### src/rtl/alu_dispatcher_if.sv
`default_nettype none
// ============================================================================
// Module      : alu_dispatcher_if
// Description : Bundles the command, ALU-issue and response signals of the
//               ALU dispatcher. "slave" is the dispatcher's view, "master"
//               is the view of the surrounding requester/ALU environment.
// Revision    : 1.0 - initial release
// ============================================================================
interface alu_dispatcher_if #(
    parameter int WIDTH = 32,
    parameter int TAG_W = 4
);
    // Command side
    logic             cmd_valid;
    logic             cmd_ready;
    logic [4:0]       cmd_op;
    logic [WIDTH-1:0] cmd_a;
    logic [WIDTH-1:0] cmd_b;
    logic [TAG_W-1:0] cmd_tag;

    // ALU side
    logic             start_alu;
    logic [4:0]       op;
    logic [WIDTH-1:0] A;
    logic [WIDTH-1:0] B;
    logic [WIDTH-1:0] alu_result;
    logic             valid_alu;
    logic             busy_alu;
    logic             error_alu;

    // Response side
    logic             rsp_valid;
    logic             rsp_ready;
    logic [WIDTH-1:0] rsp_data;
    logic [TAG_W-1:0] rsp_tag;
    logic             rsp_error;
    logic             rsp_timeout;

    modport slave (
        input  cmd_valid, cmd_op, cmd_a, cmd_b, cmd_tag,
        input  alu_result, valid_alu, busy_alu, error_alu,
        input  rsp_ready,
        output cmd_ready, start_alu, op, A, B,
        output rsp_valid, rsp_data, rsp_tag, rsp_error, rsp_timeout
    );

    modport master (
        output cmd_valid, cmd_op, cmd_a, cmd_b, cmd_tag,
        output alu_result, valid_alu, busy_alu, error_alu,
        output rsp_ready,
        input  cmd_ready, start_alu, op, A, B,
        input  rsp_valid, rsp_data, rsp_tag, rsp_error, rsp_timeout
    );
endinterface
`default_nettype wire

### src/rtl/alu_dispatcher.sv
`default_nettype none
// ============================================================================
// Module      : alu_dispatcher
// Description : Buffers ALU commands in a small FIFO, issues them one at a
//               time, waits for a fixed latency or for valid_alu depending on
//               the opcode class, and returns tagged results on a
//               valid/ready response port with error and timeout flags.
// Revision    : 1.0 - initial release
// ============================================================================
module alu_dispatcher #(
    parameter int WIDTH     = 32,
    parameter int DEPTH     = 4,
    parameter int TAG_W     = 4,
    parameter int FIXED_LAT = 3,
    parameter int TIMEOUT   = 1023
) (
    input  logic                   clk,
    input  logic                   rst,
    alu_dispatcher_if.slave        bus,
    output logic [$clog2(DEPTH):0] fifo_count
);

    localparam int PTR_W   = $clog2(DEPTH);
    localparam int CNT_MAX = (TIMEOUT > FIXED_LAT) ? TIMEOUT : FIXED_LAT;
    localparam int CYC_W   = $clog2(CNT_MAX + 1);

    typedef enum logic [2:0] {
        IDLE       = 3'd0,
        ISSUE      = 3'd1,
        WAIT_FIX   = 3'd2,
        WAIT_VALID = 3'd3,
        RESP       = 3'd4
    } state_t;

    // Opcodes 0x08-0x0B and 0x0E complete via valid_alu; 0x10-0x1F are illegal
    function automatic logic is_valid_wait(input logic [4:0] opc);
        logic res;
        res = 1'b0;
        case (opc)
            5'h08, 5'h09, 5'h0A, 5'h0B, 5'h0E: res = 1'b1;
            default:                           res = 1'b0;
        endcase
        return res;
    endfunction

    // FIFO storage and bookkeeping
    logic [4:0]       r_mem_op  [DEPTH];
    logic [WIDTH-1:0] r_mem_a   [DEPTH];
    logic [WIDTH-1:0] r_mem_b   [DEPTH];
    logic [TAG_W-1:0] r_mem_tag [DEPTH];
    logic [PTR_W-1:0] r_wr_ptr;
    logic [PTR_W-1:0] r_rd_ptr;
    logic [PTR_W:0]   r_count;
    logic [PTR_W:0]   w_count_next;
    logic             r_cmd_ready;
    logic             w_push;
    logic             w_pop;

    // Issued command and response registers
    state_t           r_state;
    state_t           w_next_state;
    logic [4:0]       r_op;
    logic [WIDTH-1:0] r_a;
    logic [WIDTH-1:0] r_b;
    logic [TAG_W-1:0] r_tag;
    logic [CYC_W-1:0] r_cyc;
    logic [WIDTH-1:0] r_rsp_data;
    logic [TAG_W-1:0] r_rsp_tag;
    logic             r_rsp_error;
    logic             r_rsp_timeout;
    logic             w_start_alu;
    logic             w_rsp_valid;

    logic [4:0]       w_head_op;
    logic             w_head_illegal;
    logic             w_fix_done;
    logic             w_timeout_hit;

    assign w_push         = bus.cmd_valid && r_cmd_ready;
    assign w_head_op      = r_mem_op[r_rd_ptr];
    assign w_head_illegal = w_head_op[4];
    assign w_fix_done     = (r_cyc == CYC_W'(FIXED_LAT - 1));
    assign w_timeout_hit  = (r_cyc == CYC_W'(TIMEOUT - 1));

    // Occupancy after this cycle's push/pop
    always_comb begin
        w_count_next = r_count;
        case ({w_push, w_pop})
            2'b10:   w_count_next = r_count + (PTR_W + 1)'(1);
            2'b01:   w_count_next = r_count - (PTR_W + 1)'(1);
            default: w_count_next = r_count;
        endcase
    end

    // FIFO payload write; storage needs no reset since count gates reads
    always_ff @(posedge clk) begin
        if (w_push) begin
            r_mem_op[r_wr_ptr]  <= bus.cmd_op;
            r_mem_a[r_wr_ptr]   <= bus.cmd_a;
            r_mem_b[r_wr_ptr]   <= bus.cmd_b;
            r_mem_tag[r_wr_ptr] <= bus.cmd_tag;
        end
    end

    // FIFO pointers, count and registered ready (a pop frees space next cycle)
    always_ff @(posedge clk) begin
        if (rst) begin
            r_wr_ptr    <= '0;
            r_rd_ptr    <= '0;
            r_count     <= '0;
            r_cmd_ready <= 1'b1;
        end else begin
            if (w_push) begin
                r_wr_ptr <= r_wr_ptr + PTR_W'(1);
            end
            if (w_pop) begin
                r_rd_ptr <= r_rd_ptr + PTR_W'(1);
            end
            r_count     <= w_count_next;
            r_cmd_ready <= (w_count_next < (PTR_W + 1)'(DEPTH));
        end
    end

    // State register
    always_ff @(posedge clk) begin
        if (rst) begin
            r_state <= IDLE;
        end else begin
            r_state <= w_next_state;
        end
    end

    // Next-state, pop decision and state-decoded strobes
    always_comb begin
        w_next_state = r_state;
        w_pop        = 1'b0;
        w_start_alu  = 1'b0;
        w_rsp_valid  = 1'b0;
        case (r_state)
            IDLE: begin
                if ((r_count != '0) && !bus.busy_alu) begin
                    w_pop        = 1'b1;
                    w_next_state = w_head_illegal ? RESP : ISSUE;
                end
            end
            ISSUE: begin
                w_start_alu  = 1'b1;
                w_next_state = is_valid_wait(r_op) ? WAIT_VALID : WAIT_FIX;
            end
            WAIT_FIX: begin
                if (w_fix_done) begin
                    w_next_state = RESP;
                end
            end
            WAIT_VALID: begin
                if (bus.valid_alu || w_timeout_hit) begin
                    w_next_state = RESP;
                end
            end
            RESP: begin
                w_rsp_valid = 1'b1;
                if (bus.rsp_ready) begin
                    w_next_state = IDLE;
                end
            end
            default: w_next_state = IDLE;
        endcase
    end

    // Command capture, wait counter and response latching
    always_ff @(posedge clk) begin
        if (rst) begin
            r_op          <= '0;
            r_a           <= '0;
            r_b           <= '0;
            r_tag         <= '0;
            r_cyc         <= '0;
            r_rsp_data    <= '0;
            r_rsp_tag     <= '0;
            r_rsp_error   <= 1'b0;
            r_rsp_timeout <= 1'b0;
        end else begin
            if (w_pop) begin
                r_op  <= w_head_op;
                r_a   <= r_mem_a[r_rd_ptr];
                r_b   <= r_mem_b[r_rd_ptr];
                r_tag <= r_mem_tag[r_rd_ptr];
            end
            case (r_state)
                IDLE: begin
                    // Illegal opcodes bypass the ALU and answer immediately
                    if (w_pop && w_head_illegal) begin
                        r_rsp_data    <= '0;
                        r_rsp_tag     <= r_mem_tag[r_rd_ptr];
                        r_rsp_error   <= 1'b1;
                        r_rsp_timeout <= 1'b0;
                    end
                end
                ISSUE: begin
                    r_cyc <= '0;
                end
                WAIT_FIX: begin
                    r_cyc <= r_cyc + CYC_W'(1);
                    if (w_fix_done) begin
                        r_rsp_data    <= bus.alu_result;
                        r_rsp_tag     <= r_tag;
                        r_rsp_error   <= 1'b0;
                        r_rsp_timeout <= 1'b0;
                    end
                end
                WAIT_VALID: begin
                    r_cyc <= r_cyc + CYC_W'(1);
                    if (bus.valid_alu) begin
                        r_rsp_data    <= bus.alu_result;
                        r_rsp_tag     <= r_tag;
                        r_rsp_error   <= bus.error_alu;
                        r_rsp_timeout <= 1'b0;
                    end else if (w_timeout_hit) begin
                        r_rsp_data    <= '0;
                        r_rsp_tag     <= r_tag;
                        r_rsp_error   <= 1'b0;
                        r_rsp_timeout <= 1'b1;
                    end
                end
                RESP: begin
                    if (bus.rsp_ready) begin
                        r_rsp_data    <= '0;
                        r_rsp_tag     <= '0;
                        r_rsp_error   <= 1'b0;
                        r_rsp_timeout <= 1'b0;
                    end
                end
                default: begin
                    r_cyc <= '0;
                end
            endcase
        end
    end

    assign bus.cmd_ready   = r_cmd_ready;
    assign bus.start_alu   = w_start_alu;
    assign bus.op          = r_op;
    assign bus.A           = r_a;
    assign bus.B           = r_b;
    assign bus.rsp_valid   = w_rsp_valid;
    assign bus.rsp_data    = r_rsp_data;
    assign bus.rsp_tag     = r_rsp_tag;
    assign bus.rsp_error   = r_rsp_error;
    assign bus.rsp_timeout = r_rsp_timeout;
    assign fifo_count      = r_count;

endmodule
`default_nettype wire
### src/flat_wrapper.sv
// flat-port wrapper written by rule: the top's interface ports become plain ports
module alu_dispatcher_flat 
#(
    parameter int WIDTH     = 32,
    parameter int DEPTH     = 4,
    parameter int TAG_W     = 4,
    parameter int FIXED_LAT = 3,
    parameter int TIMEOUT   = 1023
)
  (clk, rst, fifo_count, bus_cmd_valid, bus_cmd_op, bus_cmd_a, bus_cmd_b, bus_cmd_tag, bus_alu_result, bus_valid_alu, bus_busy_alu, bus_error_alu, bus_rsp_ready, bus_cmd_ready, bus_start_alu, bus_op, bus_A, bus_B, bus_rsp_valid, bus_rsp_data, bus_rsp_tag, bus_rsp_error, bus_rsp_timeout);
  alu_dispatcher_if #(.WIDTH(WIDTH), .TAG_W(TAG_W)) bus_i ();
  input  logic clk;
  input  logic rst;
  output logic [$clog2(DEPTH):0] fifo_count;
  input wire logic [$bits(bus_i.cmd_valid)-1:0] bus_cmd_valid;
  input wire logic [$bits(bus_i.cmd_op)-1:0] bus_cmd_op;
  input wire logic [$bits(bus_i.cmd_a)-1:0] bus_cmd_a;
  input wire logic [$bits(bus_i.cmd_b)-1:0] bus_cmd_b;
  input wire logic [$bits(bus_i.cmd_tag)-1:0] bus_cmd_tag;
  input wire logic [$bits(bus_i.alu_result)-1:0] bus_alu_result;
  input wire logic [$bits(bus_i.valid_alu)-1:0] bus_valid_alu;
  input wire logic [$bits(bus_i.busy_alu)-1:0] bus_busy_alu;
  input wire logic [$bits(bus_i.error_alu)-1:0] bus_error_alu;
  input wire logic [$bits(bus_i.rsp_ready)-1:0] bus_rsp_ready;
  output wire logic [$bits(bus_i.cmd_ready)-1:0] bus_cmd_ready;
  output wire logic [$bits(bus_i.start_alu)-1:0] bus_start_alu;
  output wire logic [$bits(bus_i.op)-1:0] bus_op;
  output wire logic [$bits(bus_i.A)-1:0] bus_A;
  output wire logic [$bits(bus_i.B)-1:0] bus_B;
  output wire logic [$bits(bus_i.rsp_valid)-1:0] bus_rsp_valid;
  output wire logic [$bits(bus_i.rsp_data)-1:0] bus_rsp_data;
  output wire logic [$bits(bus_i.rsp_tag)-1:0] bus_rsp_tag;
  output wire logic [$bits(bus_i.rsp_error)-1:0] bus_rsp_error;
  output wire logic [$bits(bus_i.rsp_timeout)-1:0] bus_rsp_timeout;
  assign bus_i.cmd_valid = bus_cmd_valid;
  assign bus_i.cmd_op = bus_cmd_op;
  assign bus_i.cmd_a = bus_cmd_a;
  assign bus_i.cmd_b = bus_cmd_b;
  assign bus_i.cmd_tag = bus_cmd_tag;
  assign bus_i.alu_result = bus_alu_result;
  assign bus_i.valid_alu = bus_valid_alu;
  assign bus_i.busy_alu = bus_busy_alu;
  assign bus_i.error_alu = bus_error_alu;
  assign bus_i.rsp_ready = bus_rsp_ready;
  assign bus_cmd_ready = bus_i.cmd_ready;
  assign bus_start_alu = bus_i.start_alu;
  assign bus_op = bus_i.op;
  assign bus_A = bus_i.A;
  assign bus_B = bus_i.B;
  assign bus_rsp_valid = bus_i.rsp_valid;
  assign bus_rsp_data = bus_i.rsp_data;
  assign bus_rsp_tag = bus_i.rsp_tag;
  assign bus_rsp_error = bus_i.rsp_error;
  assign bus_rsp_timeout = bus_i.rsp_timeout;
  alu_dispatcher #(.WIDTH(WIDTH), .DEPTH(DEPTH), .TAG_W(TAG_W), .FIXED_LAT(FIXED_LAT), .TIMEOUT(TIMEOUT)) u_core (.clk(clk), .rst(rst), .bus(bus_i), .fifo_count(fifo_count));
endmodule
### config.mk
export PLATFORM = sky130hd
export DESIGN_NAME = alu_dispatcher_flat
export DESIGN_NICKNAME = d
export VERILOG_FILES = /design/src/rtl/alu_dispatcher_if.sv /design/src/rtl/alu_dispatcher.sv /design/src/flat_wrapper.sv
export SDC_FILE = /design/constraint.sdc
export NUM_CORES = 1
export LEC_CHECK = 0
export CAP_MARGIN = 10
export CORE_MARGIN = 2
export CORE_UTILIZATION = 35
export CTS_BUF_LIST = sky130_fd_sc_hd__clkbuf_4 sky130_fd_sc_hd__clkbuf_8
export CTS_CLUSTER_DIAMETER = 200
export DETAILED_ROUTE_END_ITERATION = 7
export PLACE_DENSITY = 0.52
export SYNTH_ARGS = -nofsm -noshare
export SYNTH_HDL_FRONTEND = slang
export SYNTH_SLANG_ARGS = --single-unit
### constraint.sdc
create_clock -name clk -period 4.9 [get_ports clk]
set_clock_uncertainty 0.15 [all_clocks]
set_input_delay 0.98 -clock clk [delete_from_list [all_inputs] [get_ports clk]]
set_output_delay 0.98 -clock clk [all_outputs]
set_load 0.1 [all_outputs]
# Word-level counts from Yosys, hierarchy flattened
# Memory sizes are Yosys's and may differ from the RTL's. A register that Yosys moved wholly into a read port is not among the register bits.
# Cells that the tools add are included.
word_totals:
  elab_cells: 97
  input_bits: 112
  output_inout_bits: 113
  n_memories: 4
  ram_bits: 292
  reg_bits: 68
mem_list:
  columns: ["memory", "depth", "word_bits", "rd", "rd_clocked_by_memory_dff", "write_ports", "line_no", "text"]
  rows:
  - ["u_core.r_mem_a", 4, 32, 1, 1, 1, "alu_dispatcher.sv:48", "logic [WIDTH-1:0] r_mem_a [DEPTH];"]
  - ["u_core.r_mem_b", 4, 32, 1, 1, 1, "alu_dispatcher.sv:49", "logic [WIDTH-1:0] r_mem_b [DEPTH];"]
  - ["u_core.r_mem_op", 4, 5, 1, 1, 1, "alu_dispatcher.sv:47", "logic [4:0] r_mem_op [DEPTH];"]
  - ["u_core.r_mem_tag", 4, 4, 1, 1, 1, "alu_dispatcher.sv:50", "logic [TAG_W-1:0] r_mem_tag [DEPTH];"]
classes:
  mux: 43
  reduce_logical: 13
  order_cmp: 1
  eq_ne: 19
  addsub: 5
op_table:
  columns: ["operator", "n"]
  rows:
  - ["2-to-1 mux 32 bit", 5]
  - ["case mux 32 bit (4 select lines)", 1]
  - ["== test 5 x 4 -> 1 bit (second input constant)", 5]
  - ["2-to-1 mux 4 bit", 5]
  - ["case mux 10 bit (2 select lines)", 1]
  - ["2-to-1 mux 1 bit", 17]
  - ["case mux 4 bit (4 select lines)", 1]
  - ["2-to-1 mux 3 bit", 5]
  - ["case mux 3 bit (5 select lines)", 1]
  - ["adder 10 x 1 -> 10 bit (second input constant)", 1]
  - ["== test 10 bit (second input constant)", 1]
  - ["== test 10 x 2 -> 1 bit (second input constant)", 1]
  - ["2-to-1 mux 2 bit", 4]
  - ["inequality test 2 x 1 -> 1 bit (second input constant)", 4]
  - ["case mux 1 bit (4 select lines)", 2]
  - ["== test 3 x 2 -> 1 bit (second input constant)", 2]
  - ["case mux 3 bit (2 select lines)", 1]
  - ["AND reduction 5 bit", 1]
  - ["OR reduction 5 bit", 1]
  - ["adder 2 x 1 -> 2 bit (second input constant)", 2]
  - ["AND reduction 4 bit", 1]
  - ["nonzero test 4 bit", 1]
  - ["OR reduction 2 bit", 2]
  - ["adder 3 x 1 -> 3 bit (second input constant)", 1]
  - ["other kinds (13)", 15]

# Logic depth before layout (Yosys ltp)
# Gate-level depths: netlist of run 1.
depth:
  word_depth: 7
  depth_mapped: 12
  depth_no_buf: 8

# Least setup slack after synthesis of run 1
# OpenSTA, ideal clock, no wires.
synth_timing:
  path_kind: "register to output"
  from: "register u_core.r_state[0]"
  to: "output bus_start_alu"
  slack_ps: 1110
  arrival_time_ps: 2660
  path_buffers: 0
  stages_incl_launch_ff: 3
  t_required_ps: 3770
  cell_sequence: "dfxtp_1 > inv_1 > nor3_1"
synth_via:
  elab_chain_len: 2
synth_rtl:
  columns: ["element", "line_no", "text"]
  rows:
  - ["start, declared", "alu_dispatcher.sv:60", "state_t r_state;"]
  - ["start signal, assigned", "alu_dispatcher.sv:129", "r_state <= w_next_state;"]
  - ["== test 3 x 1 -> 1 bit", "alu_dispatcher.sv:139", "case (r_state)"]
  - ["2-to-1 mux 1 bit", "alu_dispatcher.sv:139", null]
  - ["end, declared", "flat_wrapper.sv:26", "output wire logic [$bits(bus_i.start_alu)-1:0] bus_start_alu;"]
# Every way passes these cells.

# Worst setup path in the final report of run 1
# Same ends and word-level chain as after synthesis.

==> impl_results.md, run 1 <==
* Status: finished clean
* Switch share at approximately 37%
* Worst-Skew Late Latency at approximately 0.62 ns
* Mapped Area at between 15000 and 20000 µm²
* # port buffers at around 220
* Post-DP Area at 18700 µm²
* Iter 0 DRT Violations at roughly 530
* Dpl hpwl at between 20000 and 25000 µm
* Max incr delay on CP at 1.24 ns
* Slew Limit Fails at 0
* Fin util at 45.7%
* Unique masters post-synth at 38
* Fin nets at roughly 1400
* Pint at between 7 and 8 mW
* Syn Inst Count at just over 1000
* Crit-path max FO at 8
* Net Sw Power at ~4.5 mW
* Initial antenna violation count at 7
* Proportion of layout cells with a drive suffix above 1 at between 10% and 20%
* Area of the multi-input gates at roughly 4000 µm²
* Seq pwr share at 39.4%
* Combinational Power Share at 33.2%
* Static Leak at approximately 6.8 nW
* Most frequent cells in the layout: edfxtp_1, clkdlybuf4s50_1, nand2_1
* DRC Markers at 0
* CTS tree: built
* Num rows at 77
* Top FF cell, synth: edfxtp_1
* # IOs at 225
* Detailed Route WL at 36600 µm
* Sequential share of the synthesized area at 72.4%
* Post-route cell area at 20300 µm²
* Antenna Nets Post-Route at 0
* Final Hold Viols at 0
* Fill cells at ~4000
* Clock transition at path regs at approximately 0.060 ns
* CP Cell Sequence: inv_1 -> nor3_1 -> clkdlybuf4s50_1
* GRT Total Usage at around 16%
* FMAX at about 250 MHz
* Cell family with most CP delay: buffers and inverters
* CP required at around 3.8 ns
* CTS sink cnt at roughly 430
* Worst vdd ir at between 300 and 400 µV
* Asr flop ratio synth at 0%
* WP buf/inv at 2
* Post-synth net total at between 1000 and 1500
* Post-cts gate resize count at 0
* Clock buffer depth at 3
* Grt ovf at 0
* Max_cap viols at 0
* Hold crit path type: reg2reg
* TNS Setup at 0 ns
* Synth Register Bits at between 400 and 500
* Power per cell area at 595 nW/µm²
* Ys Warns at 0
* Clock power frac at a little over a quarter
* CP startpoint kind: flip-flop
* Post-CTS setup buffers at 0
* Die height at between 200 and 250 µm
* Slowest-stage cell, CP: clkdlybuf4s50_1
* Avg WL per Cell at around 19 µm
* Initial Util at between 30% and 40%
* Vias in the first global route at roughly 9500
* Gp weighted congestion at ~0.75
* Drt first pass iters at 4
* RSZ-0062 raised after global routing: no
* Post-synth EDFFs at 292
* Core area at ~44000 µm²
* CP Capture Type: primary output
* First-pass GRT wire length at approximately 56000 µm
* Largest net degree at the start of global routing at 76
* Vias post-DR at 9110
* Syn_area_per_cell at 15.6 µm²
* Root buf cell: clkbuf_8
* Die area at 46900 µm²
* Layout area overhead at 28.3%
* Final-report setup violation count at 0
* Num CTS Buffers at 75
* CP arrival at between 2 and 3 ns
* Worst slew pin tran at ~1.1 ns
* Seq. cell area at between 10000 and 15000 µm²
* Critical path class: reg2out
* Final worst-path cycle share at about 81%
* Hold_buf cts at 0
* Most common cell after layout, fill and taps aside: edfxtp_1
* Via-to-Cell Ratio at between 4 and 5
* # H-tree levels at 3
* Min cycle time layout at a little under 4 ns
* Die W at between 200 and 250 µm
* Max-slew headroom at around a quarter
## cell usage after synthesis (all sizes together) (4+ instances only)
cell type    n  area share (%)
ha           6            0.47
nor3        10            0.32
inv          7            0.17
or3          4            0.16
nor2        23            0.55
nand2b      41             1.6
dfxtp      134              17
xnor2        7            0.39
clkbuf      32            0.77
a21oi       85             2.7
xor2         6            0.33
and3         5            0.20
nand2      190             4.5
mux4        73              10
buf         25            0.93
mux2i       40             2.5
mux2         4            0.28
o21ai        8            0.25
edfxtp     292              55
## cells by family (layout without fill, tap and decap cells)
family	Yosys count	in the layout	share of synthesized area, %
XOR/XNOR	13	13	0.720
buffers and inverters	64	381	1.86
multiplexers	117	117	13.2
AO/OA/AOI/OAI	99	99	3.28
AND/OR/NAND/NOR	285	285	7.90
other	0	4	0
adder cells (fa/ha/maj)	7	7	0.601
flip-flops	426	426	72.4
## final cells by class
class | instances | share of cell area (%)
antenna | 4 | 0.0493
clock inverter | 28 | 0.907
tap | 592 | 3.65
sequential | 426 | 56.5
multi-input combinational | 521 | 20.2
inverter | 7 | 0.130
clock buffer | 110 | 6.75
timing repair buffer | 236 | 11.8
## worst reg2reg max path, stage by stage (launching register included)
cell and delay, ns:
dfxtp_1 0.71, mux4_2 0.65, o21a_1 0.20, nor2_1 0.11, a2111o_2 0.88, mux2i_1 0.29
## power groups by stage
stage	clock, mW	sequential (mW)	combinational [mW]
floorplan	0	6.07	1.79
global placement	0	4.84	4.08
global route	3.59	4.84	4.26
finish	3.30	4.76	4.01
CTS	3.42	4.79	4.09
detailed placement	0	4.86	4.08
## flip-flops by register name (all words and copies together), names as in the netlist, 3 cells and up, named ones only
signal and count:
u_core.r_mem_op 20, u_core.bus.rsp_tag 4, u_core.bus.B 32, u_core.r_state 3
u_core.r_mem_tag 16, u_core.r_mem_b 128, u_core.r_mem_a 128, u_core.bus.op 5
u_core.bus.A 32, u_core.bus.rsp_data 32, u_core.r_tag 4, u_core.r_cyc 10
## per-layer routing
layer	track usage [%]	share of wire, %	up-vias
met5	0	0.11	-
met2	25.7	47	259
met3	5.24	6.9	69
met1	19.8	44	4496
li1	-	-	4280
met4	4.82	1.8	6
## worst paths after layout
path	from	end	slack [ns]	cells past startpoint
setup / recovery	u_core.r_state[0]$_SDFFE_PP0P_	bus_start_alu	0.95	3
hold reg to reg	u_core.r_tag[0]$_SDFFE_PP0P_	u_core.r_tag[0]$_SDFFE_PP0P_	0.30	2
setup reg to reg	flip-flop	u_core.bus.rsp_data[9]$_SDFFE_PP0P_	1.84	5
hold / removal	u_core.r_tag[0]$_SDFFE_PP0P_	u_core.r_tag[0]$_SDFFE_PP0P_	0.30	2
## through the flow
stage          power [mW]  hold WS [ns]  setup slack [ns]  instances
5_1_grt              12.7         0.318             0.762       1920
2_1_floorplan        7.86         0.284              1.11       1011
3_3_place_gp         8.92         0.289              1.40       1782
3_5_place_dp         8.93         0.297              1.38       1782
6_report             12.1         0.303             0.951       1924
4_1_cts              12.3         0.305             0.892       1920
No activity file was read; power rests on OpenSTA's default activity.
==> run 2, diff against run 1 <==
==> constraint.sdc (replaced) <==
create_clock -name clk -period 3.9 [get_ports clk]
set_clock_uncertainty 0.15 [all_clocks]
set_input_delay 0.78 -clock clk [delete_from_list [all_inputs] [get_ports clk]]
set_output_delay 0.78 -clock clk [all_outputs]
set_load 0.1 [all_outputs]
==> impl_results.md, run 2 (synthesis results as in run 1) <==
* Status: finished clean
* Worst slew pin tran at 1.07 ns (-0.0600 ns)
* CP required at 2.97 ns (-0.80 ns)
* Max_cap viols at 0 (unchanged)
* # IOs at 225 (unchanged)
* RSZ-0062 raised after global routing: no
* Min cycle time layout at about 3.2 ns
* Worst-Skew Late Latency at 0.62 ns (about the same)
* Avg WL per Cell at 19.0 µm (about the same)
* Initial antenna violation count at 6 (-1)
* Final-report setup violation count at 0 (unchanged)
* Die W at 217 µm (unchanged)
* GRT Total Usage at 15.7% (-0.057 points)
* Post-cts gate resize count at 0 (unchanged)
* Num rows at 77 (unchanged)
* Critical path class: reg2out
* Max-slew headroom at 28.6% (+4.0 points)
* CP Cell Sequence: clkdlybuf4s50_1
* CP Capture Type: primary output
* DRC Markers at 0 (unchanged)
* Grt ovf at 0 (unchanged)
* Detailed Route WL at 36800 µm (+0.39%)
* Cell family with most CP delay: buffers and inverters
* Die area at 46900 µm² (unchanged)
* Largest regs: u_core.r_mem_a x128, u_core.r_mem_b x128
* Drt first pass iters at 4 (unchanged)
* Root buf cell: clkbuf_8
* Hold_buf cts at 0 (unchanged)
* DP Cell Count at 1790 (+0.45%)
* # H-tree levels at 3 (unchanged)
* Hold crit path type: reg2reg
* Initial Util at 35.6% (unchanged)
* TNS Setup at 0 ns (unchanged)
* WP buf/inv at 1 (-1)
* CTS sink cnt at 426 (unchanged)
* Min-Delay Endpoint: u_core.bus.A[16]$_SDFFE_PP0P_
* Power per cell area at 749 nW/µm² (+26%)
* Vias post-DR at 9076 (-0.37%)
* Iter 0 DRT Violations at 449 (-15%)
* CP startpoint kind: flip-flop
* Static Leak at 6.83 nW (+1.1%)
* Reg2reg path depth at 8 (+3)
* Layout Cells excl Fill at 1931 (+0.36%)
* Antenna Nets Post-Route at 0 (unchanged)
* Hold WS at 0.301 ns (-0.00155 ns)
* Num CTS Buffers at 76 (+1.3%)
* Vias in the first global route at 9443 (-0.12%)
* Worst vdd ir at 481 µV (+21%)
* Hold_sp: u_core.bus.A[16]$_SDFFE_PP0P_
* Slew Limit Fails at 0 (unchanged)
* Via-to-Cell Ratio at 4.70 (-0.73%)
* Layout area overhead at 29.0%
* Slowest-stage cell, CP: clkdlybuf4s50_1
* Largest net degree at the start of global routing at 76 (unchanged)
* Core area at 44400 µm² (unchanged)
* Hold path depth at 2 (unchanged)
* Clock buffer depth at 3 (unchanged)
* Most common cell after layout, fill and taps aside: edfxtp_1
* CTS tree: built
* Most frequent cells in the layout: edfxtp_1, clkdlybuf4s50_1, nand2_1
* Die height at 217 µm (unchanged)
* Fin nets at 1395 (+0.65%)
* Proportion of layout cells with a drive suffix above 1 at 18.5% (+1.3 points)
* First-pass GRT wire length at 55700 µm (-0.40%)
* Max incr delay on CP at 1.20 ns (-0.04 ns)
* Crit-path max FO at 10 (+2)
* Clock transition at path regs at 0.05 ns (about the same)
* Gp weighted congestion at 0.743 (-1.5%)
* CP arrival at 2.29 ns (-0.53 ns)
* # port buffers at 224 (unchanged)
* Final worst-path cycle share at between 80% and 90%
* Dpl hpwl at 21400 µm (+0.95%)
* FMAX at just over 300 MHz
* Register-to-register setup slack at 1.23 ns (-0.61 ns)
* Final Hold Viols at 0 (unchanged)
* Post-CTS setup buffers at 0 (unchanged)
* Reg2reg start: u_core.r_state[1]$_SDFFE_PP0P_
==> run 2: report_power, final <==
group / total (mW) / switching, mW / leakage (nW) / internal (mW)
registers: 5.94 / 0.392 / 3.77 / 5.55
clock network: 4.22 / 1.78 / 0.842 / 2.44
logic: 5.13 / 3.46 / 2.23 / 1.66
==> run 2: worst max-delay path by stage <==
stage / from / to / slack (ns) / cells past startpoint
floorplan: u_core.r_state[0]$_SDFFE_PP0P_ / bus_start_alu / 0.31 / 2
global placement: bus_busy_alu / flip-flop / 0.90 / 8
detailed placement: bus_busy_alu / flip-flop / 0.92 / 8
CTS: u_core.bus.cmd_ready$_SDFF_PP1_ / bus_cmd_ready / 0.60 / 1
global route: u_core.bus.cmd_ready$_SDFF_PP1_ / bus_cmd_ready / 0.58 / 1
finish: u_core.bus.cmd_ready$_SDFF_PP1_ / bus_cmd_ready / 0.68 / 1
==> run 2: layout make-up <==
class,instances,area (µm²)
Antenna cell,3,7.51
Clock buffer,117,1450
Clock inverter,21,140
Fill cell,3937,24000
Inverter,7,26.3
Multi-Input combinational cell,521,4100
Sequential cell,426,11500
Tap cell,592,741
Timing Repair Buffer,244,2480
==> run 2: layer usage <==
layer  vias to the layer above  global-route usage, %  wire length, µm
met5                         -                      0               54
met4                         8                   5.23              657
met3                        70                   5.42             2740
met2                       249                   26.1            17900
met1                      4460                   19.1            15400
li1                       4289                      -                -
==> run 2: worst min-delay path: cells and delay by family (launching register included) <==
family	cells	cell delay (ns)
AO/OA/AOI/OAI	1	0.05
flip-flops	1	0.30
AND/OR/NAND/NOR	1	0.05
==> run 2: per-stage QoR <==
step	total power, mW	util (%)	setup WS, ns	area (µm²)
final	15.3	45.9	0.679	20400
after global routing	16.1	45.9	0.580	20400
after CTS	15.6	45.9	0.602	20400
after detailed placement	11.3	42.3	0.918	18800
after global placement	11.2	42.3	0.904	18800
after floorplan	9.88	-	0.310	15800
